$ cat src/rtl/apb_master_arbiter.sv
// apb_master_arbiter: round-robin arbiter that shares one APB master port
// among NUM_REQ requesters. Each grant runs a full SETUP/ACCESS transfer and
// returns a one-cycle done pulse with the read data and error status.
// Optional feature: define APB_ARB_TIMEOUT_EN to bound ACCESS wait states
// to TIMEOUT_CYCLES. A timed-out transfer completes with rsp_err=1.
module apb_master_arbiter #(
    parameter int NUM_REQ        = 2,
    parameter int PDATA_SIZE     = 32,
    parameter int TIMEOUT_CYCLES = 16
) (
    input  logic                              PCLK,
    input  logic                              PRESETn,
    input  logic [NUM_REQ-1:0]                req,
    input  logic [NUM_REQ-1:0]                req_write,
    input  logic [NUM_REQ*PDATA_SIZE-1:0]     req_addr,
    input  logic [NUM_REQ*PDATA_SIZE-1:0]     req_wdata,
    input  logic [NUM_REQ*PDATA_SIZE/8-1:0]   req_strb,
    output logic [NUM_REQ-1:0]                done,
    output logic [PDATA_SIZE-1:0]             rsp_rdata,
    output logic                              rsp_err,
    output logic                              PSEL,
    output logic                              PENABLE,
    output logic                              PWRITE,
    output logic [PDATA_SIZE-1:0]             PADDR,
    output logic [PDATA_SIZE-1:0]             PWDATA,
    output logic [PDATA_SIZE/8-1:0]           PSTRB,
    output logic [2:0]                        PPROT,
    input  logic [PDATA_SIZE-1:0]             PRDATA,
    input  logic                              PREADY,
    input  logic                              PSLVERR
);

    localparam int GW = (NUM_REQ > 1) ? $clog2(NUM_REQ) : 1;
    localparam int SW = PDATA_SIZE / 8;

    // Parameter sanity checks at elaboration time.
    if ((NUM_REQ < 2) || (NUM_REQ > 8) || ((PDATA_SIZE % 8) != 0) || (TIMEOUT_CYCLES < 1)) begin : g_param_check
        $error("apb_master_arbiter: illegal parameter combination");
    end

    typedef enum logic [1:0] {
        ST_IDLE   = 2'b00,
        ST_SETUP  = 2'b01,
        ST_ACCESS = 2'b10
    } state_t;

    state_t                 r_state;
    state_t                 w_next_state;
    logic [GW-1:0]          r_grant;
    logic [GW-1:0]          r_last_grant;
    logic [NUM_REQ-1:0]     r_done;
    logic [PDATA_SIZE-1:0]  r_rdata;
    logic                   r_err;
    logic                   r_psel;
    logic                   r_penable;
    logic                   r_pwrite;
    logic [PDATA_SIZE-1:0]  r_paddr;
    logic [PDATA_SIZE-1:0]  r_pwdata;
    logic [SW-1:0]          r_pstrb;

    logic [NUM_REQ-1:0]     w_grant_oh;
    logic [NUM_REQ-1:0]     w_cand;
    logic                   w_found;
    logic [GW-1:0]          w_win;
    logic [GW-1:0]          w_idx;
    logic                   w_complete;
    logic                   w_load;
    logic                   w_timeout;
    logic                   w_sel_write;
    logic [PDATA_SIZE-1:0]  w_sel_addr;
    logic [PDATA_SIZE-1:0]  w_sel_wdata;
    logic [SW-1:0]          w_sel_strb;

    assign w_grant_oh = {{(NUM_REQ-1){1'b0}}, 1'b1} << r_grant;
    assign w_complete = (r_state == ST_ACCESS) && (PREADY || w_timeout);

`ifdef APB_ARB_TIMEOUT_EN
    localparam int CW = $clog2(TIMEOUT_CYCLES + 1);
    logic [CW-1:0] r_to_cnt;

    assign w_timeout = (r_state == ST_ACCESS) && !PREADY &&
                       (r_to_cnt == CW'(TIMEOUT_CYCLES - 1));

    // Count consecutive stalled ACCESS cycles; cleared on completion and outside ACCESS.
    always_ff @(posedge PCLK or negedge PRESETn) begin
        if (!PRESETn) begin
            r_to_cnt <= {CW{1'b0}};
        end else if ((r_state == ST_ACCESS) && !PREADY && !w_timeout) begin
            r_to_cnt <= r_to_cnt + {{(CW-1){1'b0}}, 1'b1};
        end else begin
            r_to_cnt <= {CW{1'b0}};
        end
    end
`else
    assign w_timeout = 1'b0;
`endif

    // Round-robin winner search starting after last_grant; the completing requester is excluded.
    always_comb begin
        w_cand      = req;
        w_found     = 1'b0;
        w_win       = {GW{1'b0}};
        w_idx       = {GW{1'b0}};
        w_sel_write = 1'b0;
        w_sel_addr  = {PDATA_SIZE{1'b0}};
        w_sel_wdata = {PDATA_SIZE{1'b0}};
        w_sel_strb  = {SW{1'b0}};
        if (w_complete) begin
            w_cand = req & ~w_grant_oh;
        end else begin
            w_cand = req;
        end
        for (int k = 1; k <= NUM_REQ; k++) begin
            w_idx = GW'((int'(r_last_grant) + k) % NUM_REQ);
            if (!w_found && w_cand[w_idx]) begin
                w_found = 1'b1;
                w_win   = w_idx;
            end else begin
                w_found = w_found;
            end
        end
        for (int i = 0; i < NUM_REQ; i++) begin
            if (w_win == GW'(i)) begin
                w_sel_write = req_write[i];
                w_sel_addr  = req_addr[i*PDATA_SIZE +: PDATA_SIZE];
                w_sel_wdata = req_wdata[i*PDATA_SIZE +: PDATA_SIZE];
                w_sel_strb  = req_strb[i*SW +: SW];
            end else begin
                w_sel_write = w_sel_write;
            end
        end
    end

    // Next-state decode for the IDLE/SETUP/ACCESS transfer sequence.
    always_comb begin
        w_next_state = r_state;
        w_load       = 1'b0;
        case (r_state)
            ST_IDLE: begin
                if (w_found) begin
                    w_next_state = ST_SETUP;
                    w_load       = 1'b1;
                end else begin
                    w_next_state = ST_IDLE;
                end
            end
            ST_SETUP: begin
                w_next_state = ST_ACCESS;
            end
            ST_ACCESS: begin
                if (w_complete && w_found) begin
                    w_next_state = ST_SETUP;
                    w_load       = 1'b1;
                end else if (w_complete) begin
                    w_next_state = ST_IDLE;
                end else begin
                    w_next_state = ST_ACCESS;
                end
            end
            default: begin
                w_next_state = ST_IDLE;
            end
        endcase
    end

    // State register with registered PSEL/PENABLE decoded from the next state.
    always_ff @(posedge PCLK or negedge PRESETn) begin
        if (!PRESETn) begin
            r_state   <= ST_IDLE;
            r_psel    <= 1'b0;
            r_penable <= 1'b0;
        end else begin
            r_state   <= w_next_state;
            r_psel    <= (w_next_state != ST_IDLE);
            r_penable <= (w_next_state == ST_ACCESS);
        end
    end

    // Latch the winner's request fields onto the bus; they hold until the next grant.
    always_ff @(posedge PCLK or negedge PRESETn) begin
        if (!PRESETn) begin
            r_grant      <= {GW{1'b0}};
            r_last_grant <= GW'(NUM_REQ - 1);
            r_pwrite     <= 1'b0;
            r_paddr      <= {PDATA_SIZE{1'b0}};
            r_pwdata     <= {PDATA_SIZE{1'b0}};
            r_pstrb      <= {SW{1'b0}};
        end else if (w_load) begin
            r_grant      <= w_win;
            r_last_grant <= w_win;
            r_pwrite     <= w_sel_write;
            r_paddr      <= w_sel_addr;
            r_pwdata     <= w_sel_wdata;
            r_pstrb      <= w_sel_write ? w_sel_strb : {SW{1'b0}};
        end else begin
            r_grant      <= r_grant;
            r_last_grant <= r_last_grant;
        end
    end

    // Completion response: one-cycle done pulse plus read data and error status.
    always_ff @(posedge PCLK or negedge PRESETn) begin
        if (!PRESETn) begin
            r_done  <= {NUM_REQ{1'b0}};
            r_rdata <= {PDATA_SIZE{1'b0}};
            r_err   <= 1'b0;
        end else if (w_complete) begin
            r_done  <= w_grant_oh;
            r_rdata <= (r_pwrite || w_timeout) ? {PDATA_SIZE{1'b0}} : PRDATA;
            r_err   <= w_timeout ? 1'b1 : PSLVERR;
        end else begin
            r_done  <= {NUM_REQ{1'b0}};
        end
    end

    assign done      = r_done;
    assign rsp_rdata = r_rdata;
    assign rsp_err   = r_err;
    assign PSEL      = r_psel;
    assign PENABLE   = r_penable;
    assign PWRITE    = r_pwrite;
    assign PADDR     = r_paddr;
    assign PWDATA    = r_pwdata;
    assign PSTRB     = r_pstrb;
    assign PPROT     = 3'b000;

endmodule
$ cat config.mk
export PLATFORM = sky130hd
export DESIGN_NAME = apb_master_arbiter
export DESIGN_NICKNAME = d
export VERILOG_FILES = /design/src/rtl/apb_master_arbiter.sv
export SDC_FILE = /design/constraint.sdc
export NUM_CORES = 1
export LEC_CHECK = 0
export CORE_UTILIZATION = 35
export DETAILED_ROUTE_END_ITERATION = 7
export GPL_ROUTABILITY_DRIVEN = 1
export HOLD_SLACK_MARGIN = 0.02
export PLACE_DENSITY_LB_ADDON = 0.3
export SYNTH_ARGS = -nofsm -noshare
export SYNTH_HDL_FRONTEND = slang
export SYNTH_SLANG_ARGS = --single-unit
export TNS_END_PERCENT = 20
$ cat constraint.sdc
create_clock -name PCLK -period 1.42 [get_ports PCLK]
set_input_delay 0.213 -clock PCLK [delete_from_list [all_inputs] [get_ports PCLK]]
set_output_delay 0.213 -clock PCLK [all_outputs]
set_load 0.005 [all_outputs]
== Yosys cells after proc, flatten, opt, wreduce, memory -nomap -nowiden ==
Index checks and enable logic that the tools add are counted.
Operators by class
  add/subtract/negate cells: 2
  order comparisons: 2
  eq/ne operators: 3
  shifts and indexed selects: 1
  muxes and demuxes: 23
  bitwise gates (word level): 2
  reductions and logical operators: 6
Operators by type and width (count)
  $mux 32: 3
  $mux 1: 12
  $mux 2: 4
  $mux 4: 2
  $pmux 2 s3: 1
  $eq 2x2->1 const B: 2
  $lt 1x2->1 const B: 2
  $logic_and 1x1->1: 3
  $add 1x1->1 const B: 2
  $and 2x2->2: 1
  $eq 2x1->1 const B: 1
  $logic_not 2->1: 1
  $not 2->2: 1
  $pmux 1 s2: 1
  $reduce_bool 2->1: 1
  $shl 1x1->2 const A: 1
  $logic_not 1->1: 1
Storage, ports and cells
  register bits after elaboration: 110
  bits of input ports: 176
  output and inout port bits: 109
  logic and storage cells: 51

== Depth between registers and ports, before layout ==
Gate-level depths: netlist of the first run.
  depth in word-level cells: 14
  mapped depth: 7

== Worst setup path after synthesis of the first run ==
No wires, ideal clock.
  path type: reg2reg
  from: register r_state[1]
  to: register r_pstrb[0] (netlist: PSTRB[0])
  arrival time: 1.410 ns
  data required time: 1.294 ns
  setup slack: -0.116 ns
  cell stages (with the launch flop): 5
  buffers on the path: 2
  clock period less this slack: 1.536 ns
  path through: dfrtp_1 -> o32a_2 -> buf_6 -> buf_6 -> a221o_1
On the way
  cells in the longest elaborated chain, start to end: 12
  elaborated cells on any way between the ends: 21
  those cells by class: 1 x eq/ne; 15 x mux; 5 x reduce/logical
RTL lines
  from (decl): line 47  | state_t r_state;
  from (signal assigned): line 173  | r_state <= w_next_state;
  $eq 2x2->1: line 75, 138
  $logic_and 1x1->1: line 75  | assign w_complete = (r_state == ST_ACCESS) && (PREADY || w_timeout);
  $mux 2: line 108  | if (w_complete) begin
  $mux 1 (implied by the code) (2 in a row): line 115  | if (!w_found && w_cand[w_idx]) begin
  $mux 1: line 115
  $logic_not 1->1: line 115
  $logic_and 1x1->1: line 115
  $mux 1: line 115
  $logic_and 1x1->1: line 151  | if (w_complete && w_found) begin
  $mux 1: line 151
  $pmux 1 s2: line 138  | case (r_state)
  to (signal assigned): line 187  | r_pstrb <= {SW{1'b0}};
  to (signal assigned): line 194  | r_pstrb <= w_sel_write ? w_sel_strb : {SW{1'b0}};
  to (decl): line 59  | logic [SW-1:0] r_pstrb;
Parallel ways exist; a longest one is shown, timed or not. The select of a mux whose other input is x is not followed.
A chain may end at the register's enable or synchronous reset.

== Worst setup path in the final report of the first run ==
  from: register r_state[1]
  to: register r_pwdata[6] (netlist: PWDATA[6])
On the way
  cells in the longest elaborated chain, start to end: 12
  elaborated cells on any way between the ends: 19
  those cells by class: 1 x eq/ne; 13 x mux; 5 x reduce/logical
RTL lines
  $eq 2x2->1: line 75, 138
  $logic_and 1x1->1: line 75
  $mux 2: line 108
  $mux 1 (implied by the code) (2 in a row): line 115
  $mux 1: line 115
  $logic_not 1->1: line 115
  $logic_and 1x1->1: line 115
  $mux 1: line 115
  $logic_and 1x1->1: line 151
  $mux 1: line 151
  $pmux 1 s2: line 138
  to (signal assigned): line 186  | r_pwdata <= {PDATA_SIZE{1'b0}};
  to (signal assigned): line 193  | r_pwdata <= w_sel_wdata;
  to (decl): line 58  | logic [PDATA_SIZE-1:0] r_pwdata;
Parallel ways exist; a longest one is shown, timed or not. The select of a mux whose other input is x is not followed.

==> results of run 1 <==
## flip-flops by register name (all words and copies together), names as in the netlist
register / flops
PWDATA: 32
r_grant: 1
r_state: 2
r_last_grant: 1
rsp_rdata: 32
PENABLE: 1
PSEL: 1
PADDR: 32
rsp_err: 1
PSTRB: 4
PWRITE: 1
done: 2
## critical path: cells and delay by family (launching register included)
| family | cells | cell delay (ps) |
|---|---|---|
| multiplexers | 2 | 500 |
| AND/OR/NAND/NOR | 1 | 110 |
| flip-flops | 1 | 420 |
| buffers and inverters | 2 | 370 |
| AO/OA/AOI/OAI | 1 | 90 |
## per-layer routing
metal  part of all wire [%]  vias to the layer above  global-route usage (%)
li1                       -                     2191                       -
met1                     40                     2096                    23.7
met2                     50                      195                    36.6
met3                    8.1                       21                    5.47
met4                    2.2                        0                    8.18
met5                      0                        -                       0
## stage by stage
step                cell area [sq um]  utilization [%]  cells  worst slack [ps]
floorplan                        4940                -    475             -89.6
global placement                 7990             59.4    916              -587
detailed placement               7990             59.4    916              -574
CTS                              8440             62.7    945              -200
global route                     8640             64.3    950              -254
finish                           8640             64.3    950              -211
## cell families (layout without fill, tap and decap cells)
kind of cell    Yosys count  after routing
compound gates          107            108
buf+inv                  39            337
flops                   110            110
mux                      68             68
other cells               1              3
simple gates            148            148
## final cells by class
cell class | count | share of cell area [%]
timing repair buffer | 318 | 37.8
sequential | 110 | 31.9
multi-input combinational | 327 | 23.9
clock buffer | 13 | 2.89
tap | 176 | 2.55
clock inverter | 3 | 0.782
inverter | 3 | 0.159
## placed cells by master, fill, tap and decap left out, types with 7 or more instances in the layout
| master | instances |
|---|---|
| o21ai_0 | 34 |
| mux2i_1 | 54 |
| buf_12 | 7 |
| dlygate4sd2_1 | 91 |
| clkdlybuf4s50_1 | 174 |
| dfrtp_1 | 109 |
| nand2_1 | 101 |
| mux2i_2 | 10 |
| o21ai_1 | 64 |
| dlymetal6s2s_1 | 15 |
| clkbuf_16 | 13 |
| nand2b_1 | 33 |
| buf_4 | 18 |
## power groups by stage
stage / Combinational, mW / Clock (mW) / Sequential, mW
detailed placement: 7.68 / 0 / 5.51
CTS: 7.35 / 2.76 / 5.43
global route: 8.29 / 2.86 / 5.61
floorplan: 3.20 / 0 / 5.59
global placement: 7.51 / 0 / 5.41
finish: 7.56 / 2.68 / 5.41
## final timing paths
path / from / to / slack (ps) / depth (start not counted)
worst max-delay path: r_state[1] / PWDATA[6] / -210 / 6
worst min-delay path: PRESETn / PADDR[25] / 290 / 2
worst max register to register: r_state[1] / PWDATA[6] / -210 / 6
worst min register to register: rsp_rdata[4] / rsp_rdata[4] / 480 / 2
max in group asynchronous: PRESETn / rsp_rdata[18] / 580 / 3
min in group PCLK: PRDATA[19] / rsp_rdata[19] / 440 / 3
## timing repair
item                                    in CTS  in global routing
hold buffers                                 1                  0
endpoints found under the setup margin     178                102
cloned                                       5                  4
pin swaps                                    3                  3
endpoints found under the hold margin       15                  0
buffers inserted                             7                  1
gates resized for setup                    114                 30
==> impl_metrics.tcl, run 1 <==
set metrics [dict create \
    h-tree-depth 3 \
    antenna_cells 0 \
    synthTopCellsByCount "dfrtp_1 (109), nand2_1 (101), mux2i_1 (67), o21ai_1 (58), o21ai_0 (41)" \
    fin_skew_ps 7.27 \
    numCtsBuffers 9 \
    yosysWarnings 0 \
    wl_per_cell_um 16.2 \
    finalSetupViolCount 71 \
    syn_to_final_growth_pct 76.1 \
    synth_xor_area_share_pct 0 \
    worst_ep_required_time_ps 1640 \
    syn_area_sq_um 4910 \
    internal-power_mw 10.3 \
    dr.pass1.iters 4 \
    total_power_mw 15.7 \
    power.switching_mw 5.31 \
    synth_seq_area_share_pct 56.1 \
    synth_top_area_share_pct 55.6 \
    synth_seq_cells 110 \
    rows 42 \
    synth.area.mux_share_pct 13.9 \
    comb_power_share_pct 48.3 \
    vias 4503 \
    synth_compound_area_share_pct 11.5 \
    synthSimpleGateAreaFrac_pct 13.7 \
    drtAntennaViolNets 0 \
    async_reset_ff_share_pct 100 \
    synth_edf_count 0 \
    multi_input_area_sq_um 2070 \
    cpMaxStageDelayCell "dfrtp_1" \
    vias_per_cell 4.74 \
    track_usage_pct 20.7 \
    final_hold_viol_count 0 \
    crit_type "flop to flop" \
    peakVddDrop_mv 0.916 \
    fmax_ghz 0.613 \
    grt_pass1_wl_um 23000 \
    p_per_area_nw_per_um2 1810 \
    port_buffers 281 \
    hold_class "input pin to asynchronous set/reset pin" \
    clk_latency_ps 350 \
    grt_max_degree 52 \
    synth_area_per_cell_sq_um 10.4 \
    violations "setup timing" \
    seq_area_sq_um 2750 \
    yosysTopAreaCell "dfrtp_1" \
    max_stage_delay_ps 420 \
    grt_pass1_vias 4638 \
    timing.final.crit_share_pct 115 \
    gp_congestion 0.787 \
    synth_most_common_cell "dfrtp_1" \
    ctsRootBufferMaster "clkbuf_16" \
    coreArea_sq_um 13500 \
    drv_slew 0 \
    cts_sinks 110 \
    crit_path_end_kind "flop" \
    grt_antenna_before_repair 0 \
    power_frac_seq_pct 34.6 \
    io_pins 285 \
    drive_gt1_share_pct 9.69 \
    arrival_ps 1860 \
    fin_tns_setup_ps -10410 \
    pwr-share-clk_pct 17.1 \
    nNetsFinal 945 \
    setup_ws_ps -211 \
    netlist_instances 473 \
    p_leak_nw 4.31 \
    fin_hold_ws_ps 286 \
    fill_cells 1124 \
    start_util_pct 36.5 \
    crit_chain "nand3b_4, mux2i_4, buf_6, clkbuf_16, mux2i_2, o21ai_1" \
    rsz0062_at_grt "yes" \
    drc 0 \
    die_area_sq_um 14500 \
    synthAdderAreaFrac_pct 0 \
    swShare_pct 33.9 \
    synth_area_leaders "dfrtp_1 (56%), mux2i_1 (14%), nand2_1 (7.7%), o21ai_1 (5.9%), nand2b_1 (4.3%)" \
    finalCriticalPeriod_ps 1630 \
    routed_wl_um 15400 \
    synth_top_family_by_area "multiplexers" \
    die-width_um 120 \
    start_kind "flop" \
    drt_iter0_drc 188 \
    grt_overflow 0 \
    cap_violations 0 \
    die_h_um 120 \
    cp_max_fo 5 \
    dpl.hpwl_um 10800 \
    clockBufferDepth 2 \
    cts_tree "done" \
    cts.reportedPaths.clkPinSlew_ps 70 \
    ys_types 25 \
    synth_ff_type "dfrtp_1" \
    status "finished with violations" \
]
Power figures use the tool's default switching activity.
==> run 2, diff against run 1 <==
ABC_AREA = 1   (was unset)
GPL_TIMING_DRIVEN = 0   (was unset)
==> run 2 against run 1 <==
Net effect: routed wire length increased by 13%; sequential share of layout area down 3.5 points; combinational power up 29%; register-to-register slack improved by 40 ps; critical endpoint is now PADDR[13]; final cell count up 12%; clock skew is 0.75 ps lower; count of clock-buffer cells in the layout down 3; global-route usage rose by 1.2 points; the run still ends with setup timing left; maximum frequency increased by 2.4%; die area is 5.5% higher.
==> impl_metrics.tcl, run 2 <==
set metrics [dict create \
    synth_area_per_cell_sq_um 9.22 \
    total_power_mw 18.4 \
    die_h_um 124 \
    crit_type "flop to flop" \
    track_usage_pct 21.9 \
    violations "setup timing" \
    wl_per_cell_um 16.3 \
    async_reset_ff_share_pct 100 \
    synthTopCellsByCount "dfrtp_1 (109), nand2_1 (102), a21oi_1 (80), nor2_1 (64), nand2_2 (51)" \
    setup_ws_ps -173 \
    slew_headroom_pct 64.6 \
    r2r_start "r_state[0]" \
    yosysWarnings 0 \
    synth_area_leaders "dfrtp_1 (53%), a21oi_2 (8.4%), a21oi_1 (7.7%), nand2_1 (7.4%), nand2_2 (6.2%)" \
    layout_common_cells "clkdlybuf4s50_1 (175), dfrtp_1 (108), nand2_1 (100)" \
    reg2reg_depth 10 \
    yosysTopAreaCell "dfrtp_1" \
    place_area_sq_um 8260 \
    crit_path_end_kind "flop" \
    fmax_ghz 0.628 \
    dpl.hpwl_um 12300 \
    synth_most_common_cell "dfrtp_1" \
    hold_class "input pin to asynchronous set/reset pin" \
    vias 5048 \
    cap_violations 0 \
    drive_gt1_share_pct 30.0 \
    finalSetupViolCount 72 \
    rsz0062_at_grt "yes" \
    synth_seq_cells 110 \
    cts.reportedPaths.clkPinSlew_ps 70 \
    vias_per_cell 4.73 \
    timing.final.crit_share_pct 112 \
    port_buffers 281 \
    finalCriticalPeriod_ps 1590 \
    io_pins 285 \
    fin_area_sq_um 9700 \
    grtUsageMet2_pct 36.2 \
    netlist_instances 562 \
    syn_to_final_growth_pct 87.1 \
    drt_iter0_drc 211 \
    synth_ff_type "dfrtp_1" \
    synth_seq_area_share_pct 53.1 \
    status "finished with violations" \
    numCtsBuffers 9 \
    final_hold_viol_count 0 \
    drv_slew 0 \
    die-width_um 124 \
    synth_edf_count 0 \
    die_area_sq_um 15300 \
    gp_congestion 0.768 \
    p_leak_nw 4.87 \
    h-tree-depth 3 \
    fin_skew_ps 6.51 \
    drc 0 \
    peakVddDrop_mv 0.856 \
    final_common_cell "clkdlybuf4s50_1" \
    coreArea_sq_um 14500 \
    start_kind "flop" \
    met3_usage_pct 8.47 \
    routed_wl_um 17300 \
    clk_latency_ps 350 \
    antenna_cells 0 \
    grt_pass1_wl_um 25300 \
    clockBufferDepth 2 \
    dr.pass1.iters 5 \
    arrival_ps 1830 \
    ys_types 25 \
    cp_max_fo 10 \
    rows 44 \
    tightest_slew_ps 531 \
    start_util_pct 35.8 \
    grt_antenna_before_repair 1 \
    drtAntennaViolNets 0 \
    dp_cells 1030 \
    p_per_area_nw_per_um2 1890 \
    grt-busiest-layer "met2" \
    ctsRootBufferMaster "clkbuf_16" \
    grt_max_degree 57 \
    grt_pass1_vias 4823 \
    fin_cells 1067 \
    synth_top_area_share_pct 52.6 \
    cts_tree "done" \
    critPathLaunch "r_state[0]" \
    met1_usage_pct 26.1 \
    nNetsFinal 1054 \
    grt_overflow 0 \
    fin_hold_ws_ps 377 \
    worst_ep_required_time_ps 1660 \
    cts_sinks 110 \
    syn_area_sq_um 5180 \
]
run 2: cell types whose count changed in the layout (fill, tap and decap cells not counted), sizes merged, moves of 8 or more:
cell | before | now
nand2 | 101 | 155
clkbuf | 17 | 26
nand3 | 0 | 11
buf | 33 | 48
o21ai | 99 | 35
a21oi | 2 | 130
inv | 3 | 11
dlymetal6s2s | 15 | 99
nor2 | 5 | 64
dlygate4sd2 | 91 | 6
mux2i | 67 | 0
nand2b | 34 | 0
run 2: what timing repair did:
item | in CTS | in global routing
setup endpoints to repair | 201 | 195
gates resized for setup | 109 | 176
setup buffers | 14 | 1
endpoints found under the hold margin | 53 | 0
pin swaps | 4 | 6
gates cloned | 1 | 5
hold buffers | 1 | 0
run 2: power by group:
group          switching (mW)  leakage (nW)  internal [mW]
Clock                    1.21         0.155           1.61
Sequential               1.09          1.30           4.71
Combinational            4.43          3.41           5.32
Total                    6.73          4.87           11.6
run 2: critical path, cell delays in order, from the launching register on:
cell	delay [ps]
dfrtp_1	390
inv_2	100
nand4_1	140
nand2_2	150
nand2_4	80
nand2_8	120
inv_8	50
buf_12	140
buf_12	150
nor2_2	90
a21oi_2	40
run 2: per-layer routing:
metal,vias up,part of all wire (%)
li1,2469,-
met1,2367,39
met2,194,49
met3,16,10
met4,2,1.3
met5,-,0.086
run 2: kinds of logic after synthesis:
logic type,synth area share (%)
multiplexers,0.217
other,0.0723
AND/OR/NAND/NOR,20.3
buffers and inverters,6.78
flip-flops,53.1
AO/OA/AOI/OAI,19.6
run 2: cell type report:
cell class,count,area (sq um)
tap,184,230
timing repair buffer,304,3390
buffer,41,465
sequential,110,2760
inverter,10,50.0
multi-input combinational,402,2470
clock inverter,6,92.6
fill,1141,4780
clock buffer,10,239
run 2: worst paths after layout:
| kind | endpoint | slack, ps |
|---|---|---|
| setup / recovery | PADDR[13] | -170 |
| hold / removal | PWDATA[20] | 380 |
| setup reg to reg | PADDR[13] | -170 |
| hold reg to reg | rsp_rdata[8] | 480 |
| max in group asynchronous | PADDR[4] | 380 |
| min in group PCLK | PWDATA[26] | 420 |
run 2: stage by stage:
stage	utilization, %	setup WS, ps	setup TNS, ps
final	67.0	-173	-10240
after global routing	67.0	-259	-16290
after CTS	62.4	-171	-13890
after detailed placement	57.1	-586	-50060
after global placement	56.9	-4310	-520760
after floorplan	-	41.3	0
